===== config.mk =====
export PLATFORM = sky130hd
export DESIGN_NAME = mips_muldiv
export DESIGN_NICKNAME = d
export VERILOG_FILES = /design/src/rtl/mips_muldiv.sv
export SDC_FILE = /design/constraint.sdc
export NUM_CORES = 1
export LEC_CHECK = 0
export CORE_ASPECT_RATIO = 1.75
export CORE_MARGIN = 5
export CORE_UTILIZATION = 35
export CTS_BUF_LIST = sky130_fd_sc_hd__clkbuf_2
export CTS_CLUSTER_DIAMETER = 80
export DETAILED_ROUTE_END_ITERATION = 8
export PLACE_DENSITY_LB_ADDON = 0.08
export SYNTH_ARGS = -nofsm -noshare
export SYNTH_HDL_FRONTEND = slang
export SYNTH_SLANG_ARGS = --single-unit
export TNS_END_PERCENT = 10

===== constraint.sdc =====
create_clock -name clk -period 3 [get_ports clk]
set_clock_uncertainty 0.2 [all_clocks]
set_input_delay 0.6 -clock clk [delete_from_list [all_inputs] [get_ports clk]]
set_output_delay 0.6 -clock clk [all_outputs]
set_load 0.05 [all_outputs]

===== src/rtl/mips_muldiv.sv =====
// MIPS HI/LO multiply/divide unit: iterative 32-cycle shift-add multiply and
// restoring divide, followed by a one-cycle sign fix-up that commits {hi,lo}.
module mips_muldiv (
  input  logic        clk,
  input  logic        rst,
  input  logic        md_start,
  input  logic [2:0]  md_op,
  input  logic [31:0] rs_data,
  input  logic [31:0] rt_data,
  input  logic        mf_req,
  input  logic        mf_sel,
  output logic [31:0] mf_data,
  output logic        md_busy,
  output logic        md_stall,
  output logic        md_done,
  output logic [31:0] hi,
  output logic [31:0] lo,
  output logic [1:0]  dbg_state
);

  typedef enum logic [1:0] {
    S_IDLE = 2'd0,
    S_MUL  = 2'd1,
    S_DIV  = 2'd2,
    S_FIX  = 2'd3
  } state_t;

  localparam logic [2:0] OP_MULT  = 3'd0;
  localparam logic [2:0] OP_MULTU = 3'd1;
  localparam logic [2:0] OP_DIV   = 3'd2;
  localparam logic [2:0] OP_DIVU  = 3'd3;
  localparam logic [2:0] OP_MTHI  = 3'd4;
  localparam logic [2:0] OP_MTLO  = 3'd5;

  state_t      state_q, state_d;
  logic [4:0]  cnt_q, cnt_d;
  logic [63:0] acc_q, acc_d;
  logic [31:0] opb_q, opb_d;
  logic [31:0] rs_raw_q, rs_raw_d;
  logic        is_div_q, is_div_d;
  logic        neg_q, neg_d;
  logic        rem_neg_q, rem_neg_d;
  logic        dz_q, dz_d;
  logic [31:0] hi_q, hi_d;
  logic [31:0] lo_q, lo_d;
  logic        done_q, done_d;

  logic        op_signed;
  logic [31:0] rs_abs;
  logic [31:0] rt_abs;
  logic [32:0] mul_sum;
  logic [63:0] mul_next;
  logic [32:0] div_rem;
  logic        div_ge;
  logic [31:0] div_sub;
  logic [63:0] div_next;
  logic [63:0] prod_fix;
  logic [31:0] quo_fix;
  logic [31:0] rem_fix;

  // State register
  always_ff @(posedge clk) begin
    if (rst) begin
      state_q <= S_IDLE;
    end else begin
      state_q <= state_d;
    end
  end

  // Next-state logic
  always_comb begin
    state_d = state_q;
    case (state_q)
      S_IDLE: begin
        if (md_start) begin
          if (md_op == OP_MULT || md_op == OP_MULTU) begin
            state_d = S_MUL;
          end else if (md_op == OP_DIV || md_op == OP_DIVU) begin
            state_d = S_DIV;
          end
        end
      end
      S_MUL:   if (cnt_q == 5'd0) state_d = S_FIX;
      S_DIV:   if (cnt_q == 5'd0) state_d = S_FIX;
      S_FIX:   state_d = S_IDLE;
      default: state_d = S_IDLE;
    endcase
  end

  // FSM outputs
  always_comb begin
    md_busy   = (state_q != S_IDLE);
    dbg_state = state_q;
  end

  // Operand conditioning: signed ops iterate on magnitudes
  always_comb begin
    op_signed = (md_op == OP_MULT) || (md_op == OP_DIV);
    rs_abs    = (op_signed && rs_data[31]) ? (32'd0 - rs_data) : rs_data;
    rt_abs    = (op_signed && rt_data[31]) ? (32'd0 - rt_data) : rt_data;
  end

  // Multiply step: acc holds {partial_hi, remaining multiplier bits}
  always_comb begin
    mul_sum  = {1'b0, acc_q[63:32]} + (acc_q[0] ? {1'b0, opb_q} : 33'd0);
    mul_next = {mul_sum, acc_q[31:1]};
  end

  // Restoring divide step: acc holds {partial remainder, dividend/quotient}
  always_comb begin
    div_rem  = {acc_q[63:32], acc_q[31]};
    div_ge   = (div_rem >= {1'b0, opb_q});
    div_sub  = div_rem[31:0] - opb_q;
    div_next = div_ge ? {div_sub, acc_q[30:0], 1'b1}
                      : {div_rem[31:0], acc_q[30:0], 1'b0};
  end

  always_comb begin
    prod_fix = neg_q ? (64'd0 - acc_q) : acc_q;
    quo_fix  = neg_q ? (32'd0 - acc_q[31:0]) : acc_q[31:0];
    rem_fix  = rem_neg_q ? (32'd0 - acc_q[63:32]) : acc_q[63:32];
  end

  // Datapath next-state
  always_comb begin
    cnt_d     = cnt_q;
    acc_d     = acc_q;
    opb_d     = opb_q;
    rs_raw_d  = rs_raw_q;
    is_div_d  = is_div_q;
    neg_d     = neg_q;
    rem_neg_d = rem_neg_q;
    dz_d      = dz_q;
    hi_d      = hi_q;
    lo_d      = lo_q;
    done_d    = 1'b0;
    case (state_q)
      S_IDLE: begin
        if (md_start) begin
          case (md_op)
            OP_MULT, OP_MULTU, OP_DIV, OP_DIVU: begin
              acc_d     = {32'd0, rs_abs};
              opb_d     = rt_abs;
              cnt_d     = 5'd31;
              rs_raw_d  = rs_data;
              is_div_d  = md_op[1];
              neg_d     = op_signed && (rs_data[31] ^ rt_data[31]);
              rem_neg_d = op_signed && rs_data[31];
              dz_d      = (rt_data == 32'd0);
            end
            OP_MTHI: hi_d = rs_data;
            OP_MTLO: lo_d = rs_data;
            default: ;
          endcase
        end
      end
      S_MUL: begin
        acc_d = mul_next;
        cnt_d = (cnt_q == 5'd0) ? 5'd0 : cnt_q - 5'd1;
      end
      S_DIV: begin
        acc_d = div_next;
        cnt_d = (cnt_q == 5'd0) ? 5'd0 : cnt_q - 5'd1;
      end
      S_FIX: begin
        done_d = 1'b1;
        if (!is_div_q) begin
          {hi_d, lo_d} = prod_fix;
        end else if (dz_q) begin
          // Divide by zero: all-ones quotient, raw dividend as remainder
          hi_d = rs_raw_q;
          lo_d = 32'hFFFF_FFFF;
        end else begin
          hi_d = rem_fix;
          lo_d = quo_fix;
        end
      end
      default: ;
    endcase
  end

  always_ff @(posedge clk) begin
    if (rst) begin
      cnt_q     <= 5'd0;
      acc_q     <= 64'd0;
      opb_q     <= 32'd0;
      rs_raw_q  <= 32'd0;
      is_div_q  <= 1'b0;
      neg_q     <= 1'b0;
      rem_neg_q <= 1'b0;
      dz_q      <= 1'b0;
      hi_q      <= 32'd0;
      lo_q      <= 32'd0;
      done_q    <= 1'b0;
    end else begin
      cnt_q     <= cnt_d;
      acc_q     <= acc_d;
      opb_q     <= opb_d;
      rs_raw_q  <= rs_raw_d;
      is_div_q  <= is_div_d;
      neg_q     <= neg_d;
      rem_neg_q <= rem_neg_d;
      dz_q      <= dz_d;
      hi_q      <= hi_d;
      lo_q      <= lo_d;
      done_q    <= done_d;
    end
  end

  always_comb begin
    hi       = hi_q;
    lo       = lo_q;
    md_done  = done_q;
    md_stall = md_busy && mf_req;
    mf_data  = mf_sel ? hi_q : lo_q;
  end

endmodule

==> results of run 1 <==
[sequential cells by signal (all words and copies together), names as in the netlist]
name       cells
opb_q         32
acc_q         64
lo            32
rs_raw_q      32
cnt_q          5
md_done        1
neg_q          1
dbg_state      2
is_div_q       1
hi            32
dz_q           1
rem_neg_q      1
[metal layers]
layer | vias to the layer above | wire, µm | global-route usage
met4 | 4 | 5518 | 0.1719
met5 | - | 16 | 0
met1 | 8990 | 26090 | 0.2680
met3 | 219 | 3055 | 0.03526
met2 | 602 | 39990 | 0.5299
li1 | 9045 | - | -
[path summary, 6_finish.rpt]
check / end / slack, ns
worst max register to register: hi[10] / -0.19
worst min-delay path: opb_q[30] / 0.15
worst max-delay path: hi[10] / -0.19
worst min register to register: opb_q[27] / 0.26
[logic make-up after synthesis]
logic type	share of synthesized area
flip-flops	0.2464
AO/OA/AOI/OAI	0.2941
multiplexers	0.05390
XOR/XNOR	0.1014
buffers and inverters	0.06288
adder cells (fa/ha/maj)	0.05827
AND/OR/NAND/NOR	0.1830
[critical path, cell delays in order, from the launching register on]
cell,delay (ns)
dfxtp_2,0.33
or4_4,0.56
or4_4,0.54
buf_6,0.14
or2_4,0.31
buf_12,0.16
buf_4,0.13
o41ai_2,0.29
xnor2_1,0.16
o21ai_1,0.09
a211oi_1,0.19
[placed cells by master (no fill, tap or decap), types with 56 or more instances in the layout]
cell type,count
a21oi_1,211
clkbuf_2,68
nand2_1,266
ha_1,56
xnor2_1,114
buf_4,484
dfxtp_1,177
o21ai_0,67
nor2_1,157
xor2_1,76
clkdlybuf4s50_1,82
[cell type report]
type                       instances  area share
antenna                            1   0.0001065
clock buffer                      68     0.01448
clock inverter                    17    0.004205
inverter                          70     0.01182
multi-input combinational       1724      0.5255
sequential                       204      0.1757
tap                              588     0.03130
timing repair buffer             658      0.2369
[per-stage QoR]
step | instances | setup TNS [ns] | total power, W | worst slack, ns | utilization
after floorplan | 2186 | -0.8040 | 0.007895 | -0.1252 | -
final | 3330 | -3.320 | 0.01410 | -0.1936 | 0.5012
after CTS | 3324 | -4.380 | 0.01394 | -0.2614 | 0.4922
after detailed placement | 3218 | -28.84 | 0.01146 | -0.6748 | 0.4667
after global routing | 3330 | -8.117 | 0.01485 | -0.2695 | 0.5012
after global placement | 3218 | -28.41 | 0.01141 | -0.6563 | 0.4667
[repair_timing]
item | 4_1_cts | 5_1_grt
hold buffers | 1 | 0
pin swaps | 43 | 63
gates resized for setup | 200 | 113
hold endpoints to repair | 44 | 0
buffers inserted | 21 | 7
setup endpoints to repair | 112 | 66
gates cloned | 1 | 0
[power groups by stage]
| stage | Sequential (W) | Clock, W | Combinational, W |
|---|---|---|---|
| 2_1_floorplan | 0.00384 | 0 | 0.00406 |
| 3_3_place_gp | 0.00356 | 0 | 0.00785 |
| 3_5_place_dp | 0.00357 | 0 | 0.00789 |
| 4_1_cts | 0.00353 | 0.00209 | 0.00832 |
| 5_1_grt | 0.00360 | 0.00220 | 0.00904 |
| 6_report | 0.00354 | 0.00201 | 0.00855 |
==> impl_metrics.py, run 1 <==
metrics = {
    "run_status": {
        "status": "complete, but fails checks",
        "violations": "negative setup slack",
    },
    "power_and_ir_drop": {
        "ir_drop_uv": 253.9,
        "p_per_area_nw_per_um2": 600.0,
        "p_seq_frac": 0.251,
        "p_int_w": 0.007536,
        "clockPowerShare": 0.143,
        "p_switching_w": 0.006568,
        "p_leak_nw": 9.850,
        "swShare": 0.4657,
        "combPwrFrac": 0.606,
    },
    "yosys": {
        "netlist_area_um2": 16580,
        "ys_ff_latch": 204,
        "yosys.area.top_type": "dfxtp_1",
        "synth_edf_count": 0,
        "synth_top_area_share": 0.2464,
        "synthesis.nets": 2334,
        "syn_area_per_cell_um2": 7.583,
        "async_reset_ff_frac": 0,
        "synth.most_common_cell": "nand2_1",
        "yosysWarningCount": 0,
        "synthDistinctLibCells": 87,
        "synthFlopType": "dfxtp_1",
        "ys_top_cells_by_area": "dfxtp_1, a21oi_1, xnor2_1",
        "synth_common_cells": "nand2_1, a21oi_1, dfxtp_1",
        "syn_inst": 2186,
        "synth-seq-area-share": 0.2464,
    },
    "finish": {
        "fill_cells": 4658,
        "drive_gt1_frac": 0.3057,
        "nets": 2859,
        "multi_input_area_um2": 12350,
        "seq_area_um2": 4130,
        "final_cell_area_um2": 23510,
        "syn_to_final_growth_pct": 41.82,
    },
    "timing": {
        "setup_viol": 42,
        "final-hold-violation-count": 0,
        "maxSlewHeadroom": 0.5464,
        "period_needed_ns": 3.194,
        "max_freq_mhz": 313.1,
        "drv_slew": 0,
        "holdWs_ns": 0.1459,
        "rsz0062_at_grt": "true",
        "worst_slew_pin_slew_ns": 0.6803,
        "setup_ws_ns": -0.1936,
        "period_share": 1.065,
    },
    "grt": {
        "grt_pass1_wl_um": 112300,
        "antenna_found_initial": 3,
        "grtUsageTotal": 0.2730,
        "grt_max_degree": 100,
        "grt_pass1_vias": 19210,
        "grt-ovfl-total": 0,
    },
    "place": {
        "place_congestion": 0.9278,
        "dpl-instance-area_um2": 21890,
        "hpwl_um": 58040,
        "port_buffers": 172,
    },
    "worst_setup_path": {
        "r2r-start": "acc_q[28]",
        "reg2reg_depth": 10,
        "crit_fanout": 6,
        "critPathCaptureType": "flip-flop",
        "cp.arrival_ns": 3.81,
        "cp.required_ns": 3.62,
        "crit_start": "acc_q[28]",
        "startpoint_type": "flip-flop",
        "crit_type": "reg -> reg",
    },
    "drt": {
        "antenna_left": 0,
        "wl_um": 74670,
        "drtIter0Drc": 1179,
        "route.detailed.drc": 0,
        "wl_per_cell_um": 22.42,
        "vias_per_cell": 5.664,
        "vias": 18860,
        "dr.pass1.iters": 7,
    },
    "clock_network": {
        "numCtsBuffers": 53,
        "cts_buffer_depth": 3,
        "clk_latency_ns": 0.99,
        "root_buffer": "clkbuf_2",
        "ctsHtreeMaxLevel": 2,
        "cts_tree": "yes",
        "cts.sinks": 204,
        "clk_pin_slew_worst_paths_ns": 0.10,
    },
    "hold_path": {
        "min_path_type": "in -> reg",
        "holdPathStages": 3,
        "min_from": "rt_data[30]",
    },
    "die": {
        "die_area_um2": 51980,
        "core_area_um2": 46900,
        "initial_utilization": 0.3534,
        "die_y_um": 297.9,
        "rows": 105,
        "die_w_um": 174.5,
        "io-pin-count": 173,
    },
    "job": {
        "maxCapViolCount": 0,
    },
}
(Power assumes the default switching activity.)
==> inputs of run 2 (changes only) <==
Settings changed: CAP_MARGIN set to 0, SKIP_LAST_GASP set to 1.
==> run 2 against run 1 <==
Effect of this change:
- wire length fell by 0.49%
- first-iteration DRC count decreased by 1.4%
- maximum frequency rose by 0.10%
- final cell count about the same
- sequential power about the same
- worst hold slack got worse by 0.0053 ns
- the run still ends with negative setup slack left
- largest cell class unchanged
- clock-buffer cell count did not move
- sequential share of layout area up 0.074 points
==> impl_metrics.py, run 2 (synthesis gave the netlist of run 1 again) <==
metrics = {
    "place": {
        "place_inst": 3218,
        "hpwl_um": 58040,
        "port_buffers": 172,
        "place_congestion": 0.9278,
        "dpl-instance-area_um2": 21890,
    },
    "worst_setup_path": {
        "crit_chain": "buf_6, and2_4, ha_4, buf_4, a211oi_2, buf_4, o211ai_1, buf_4, a31oi_4, buf_4, nor2b_1, a21oi_1, o21bai_1, xor2_1, a22oi_1, o21ai_0",
        "crit_type": "reg -> reg",
        "regToRegSetupSlack_ns": -0.19,
        "critPathSlowestCell": "dfxtp_4",
        "critical_path.most_common_cell": "buf_4",
        "crit_start": "acc_q[0]",
        "cp.required_ns": 3.60,
        "crit_fanout": 3,
        "critPathBufInv": 5,
        "cp.arrival_ns": 3.79,
        "max_stage_delay_ns": 0.38,
        "critPathCaptureType": "flip-flop",
        "r2r-start": "acc_q[0]",
        "startpoint_type": "flip-flop",
        "reg2reg_depth": 16,
        "path_delay_family": "compound AO/OA/AOI/OAI gates",
        "reg2reg_to": "acc_q[48]",
    },
    "run_status": {
        "violations": "negative setup slack",
        "status": "complete, but fails checks",
    },
    "drt": {
        "wl_um": 74300,
        "route.detailed.drc": 0,
        "drtIter0Drc": 1162,
        "vias_per_cell": 5.650,
        "antenna_left": 0,
        "wl_per_cell_um": 22.30,
        "vias": 18830,
        "dr.pass1.iters": 7,
    },
    "timing": {
        "period_needed_ns": 3.190,
        "maxSlewHeadroom": 0.5360,
        "period_share": 1.063,
        "drv_slew": 0,
        "holdWs_ns": 0.1406,
        "worst_slew_pin_slew_ns": 0.6960,
        "rsz0062_at_grt": "true",
        "final-hold-violation-count": 0,
        "setup_viol": 45,
        "setup_ws_ns": -0.1902,
        "max_freq_mhz": 313.5,
    },
    "hold_path": {
        "holdPathEnd": "opb_q[30]",
        "min_from": "rt_data[30]",
        "holdPathStages": 3,
        "min_path_type": "in -> reg",
    },
    "clock_network": {
        "cts_buffer_depth": 3,
        "clk_latency_ns": 0.99,
        "cts.sinks": 204,
        "numCtsBuffers": 53,
        "clk_pin_slew_worst_paths_ns": 0.11,
        "root_buffer": "clkbuf_2",
        "ctsHtreeMaxLevel": 2,
        "cts_tree": "yes",
    },
    "finish": {
        "drive_gt1_frac": 0.2971,
        "layout_commonest_cell": "buf_4",
        "nets": 2861,
        "syn_to_final_growth_pct": 41.01,
        "top_register": "acc_q",
        "final_cell_area_um2": 23370,
        "finalNonFillerCells": 3332,
        "largest_reg_flops": 64,
        "layout_common_cells": "buf_4, nand2_1, a21oi_1",
        "fill_cells": 4652,
    },
    "power_and_ir_drop": {
        "p_per_area_nw_per_um2": 599.7,
        "ir_drop_uv": 254.4,
        "p_leak_nw": 9.531,
        "power_w": 0.01402,
    },
    "grt": {
        "grt_busiest_layer": "met2",
        "grt_max_degree": 100,
        "grt-ovfl-total": 0,
        "grt_pass1_vias": 19160,
        "met1_usage": 0.2687,
        "grt_pass1_wl_um": 112000,
        "met2_usage": 0.5316,
        "grtUsageTotal": 0.2727,
        "use_met3": 0.03425,
        "antenna_found_initial": 3,
    },
    "die": {
        "core_area_um2": 46900,
        "die_area_um2": 51980,
        "initial_utilization": 0.3534,
        "die_w_um": 174.5,
        "rows": 105,
        "die_y_um": 297.9,
        "io-pin-count": 173,
    },
    "job": {
        "maxCapViolCount": 0,
    },
}
[run 2: worst register-to-register path: stages (launching register included)]
cell and delay, ns:
dfxtp_4 0.38, buf_6 0.11, and2_4 0.15, ha_4 0.16, buf_4 0.13, a211oi_2 0.24
buf_4 0.15, o211ai_1 0.09, buf_4 0.17, a31oi_4 0.22, buf_4 0.15, nor2b_1 0.05
a21oi_1 0.25, o21bai_1 0.11, xor2_1 0.16, a22oi_1 0.18, o21ai_0 0.10
[run 2: power by group]
part	switching (W)	total, W	internal (W)
logic	0.00486	0.00846	0.00361
clock network	0.00131	0.00201	0.000707
registers	0.000361	0.00354	0.00318
total	0.00652	0.0140	0.00750
[run 2: timing repair]
item / CTS / global route
hold buffers: 1 / 0
gates resized for setup: 104 / 95
endpoints found under the setup margin: 112 / 115
pin swaps: 27 / 46
hold endpoints to repair: 44 / 0
buffers inserted: 21 / 7
gates cloned: 1 / 0
[run 2: through the flow]
step	TNS [ns]	utilization	worst slack, ns
final	-4.314	0.4984	-0.1902
after global routing	-11.96	0.4984	-0.2791
after CTS	-9.657	0.4895	-0.2614
after detailed placement	-28.84	0.4667	-0.6748
after global placement	-28.41	0.4667	-0.6563
after floorplan	-0.8040	-	-0.1252
[run 2: worst max path at each step]
stage,endpoint,slack (ns),cells past startpoint
after floorplan,opb_q[26],-0.13,7
after global placement,opb_q[26],-0.66,8
after detailed placement,opb_q[26],-0.67,8
after CTS,acc_q[63],-0.26,15
after global routing,acc_q[63],-0.28,16
final,acc_q[48],-0.19,16
[run 2: routing by layer]
layer  vias to the layer above  wire length [µm]
met4                         4              5246
met3                       200              2779
met1                      9045             26250
met5                         -                25
li1                       9041                 -
met2                       536             40000
[run 2: final cells by class]
type | count | area [µm²] | area share
clock inverters | 17 | 98.84 | 0.004229
multi-input cells | 1724 | 12210 | 0.5222
flip-flops and latches | 204 | 4124 | 0.1764
clock buffers | 68 | 340.3 | 0.01456
diodes | 1 | 2.502 | 0.0001071
well taps | 588 | 735.7 | 0.03148
repair buffers | 660 | 5592 | 0.2392
inverters | 70 | 275.3 | 0.01178
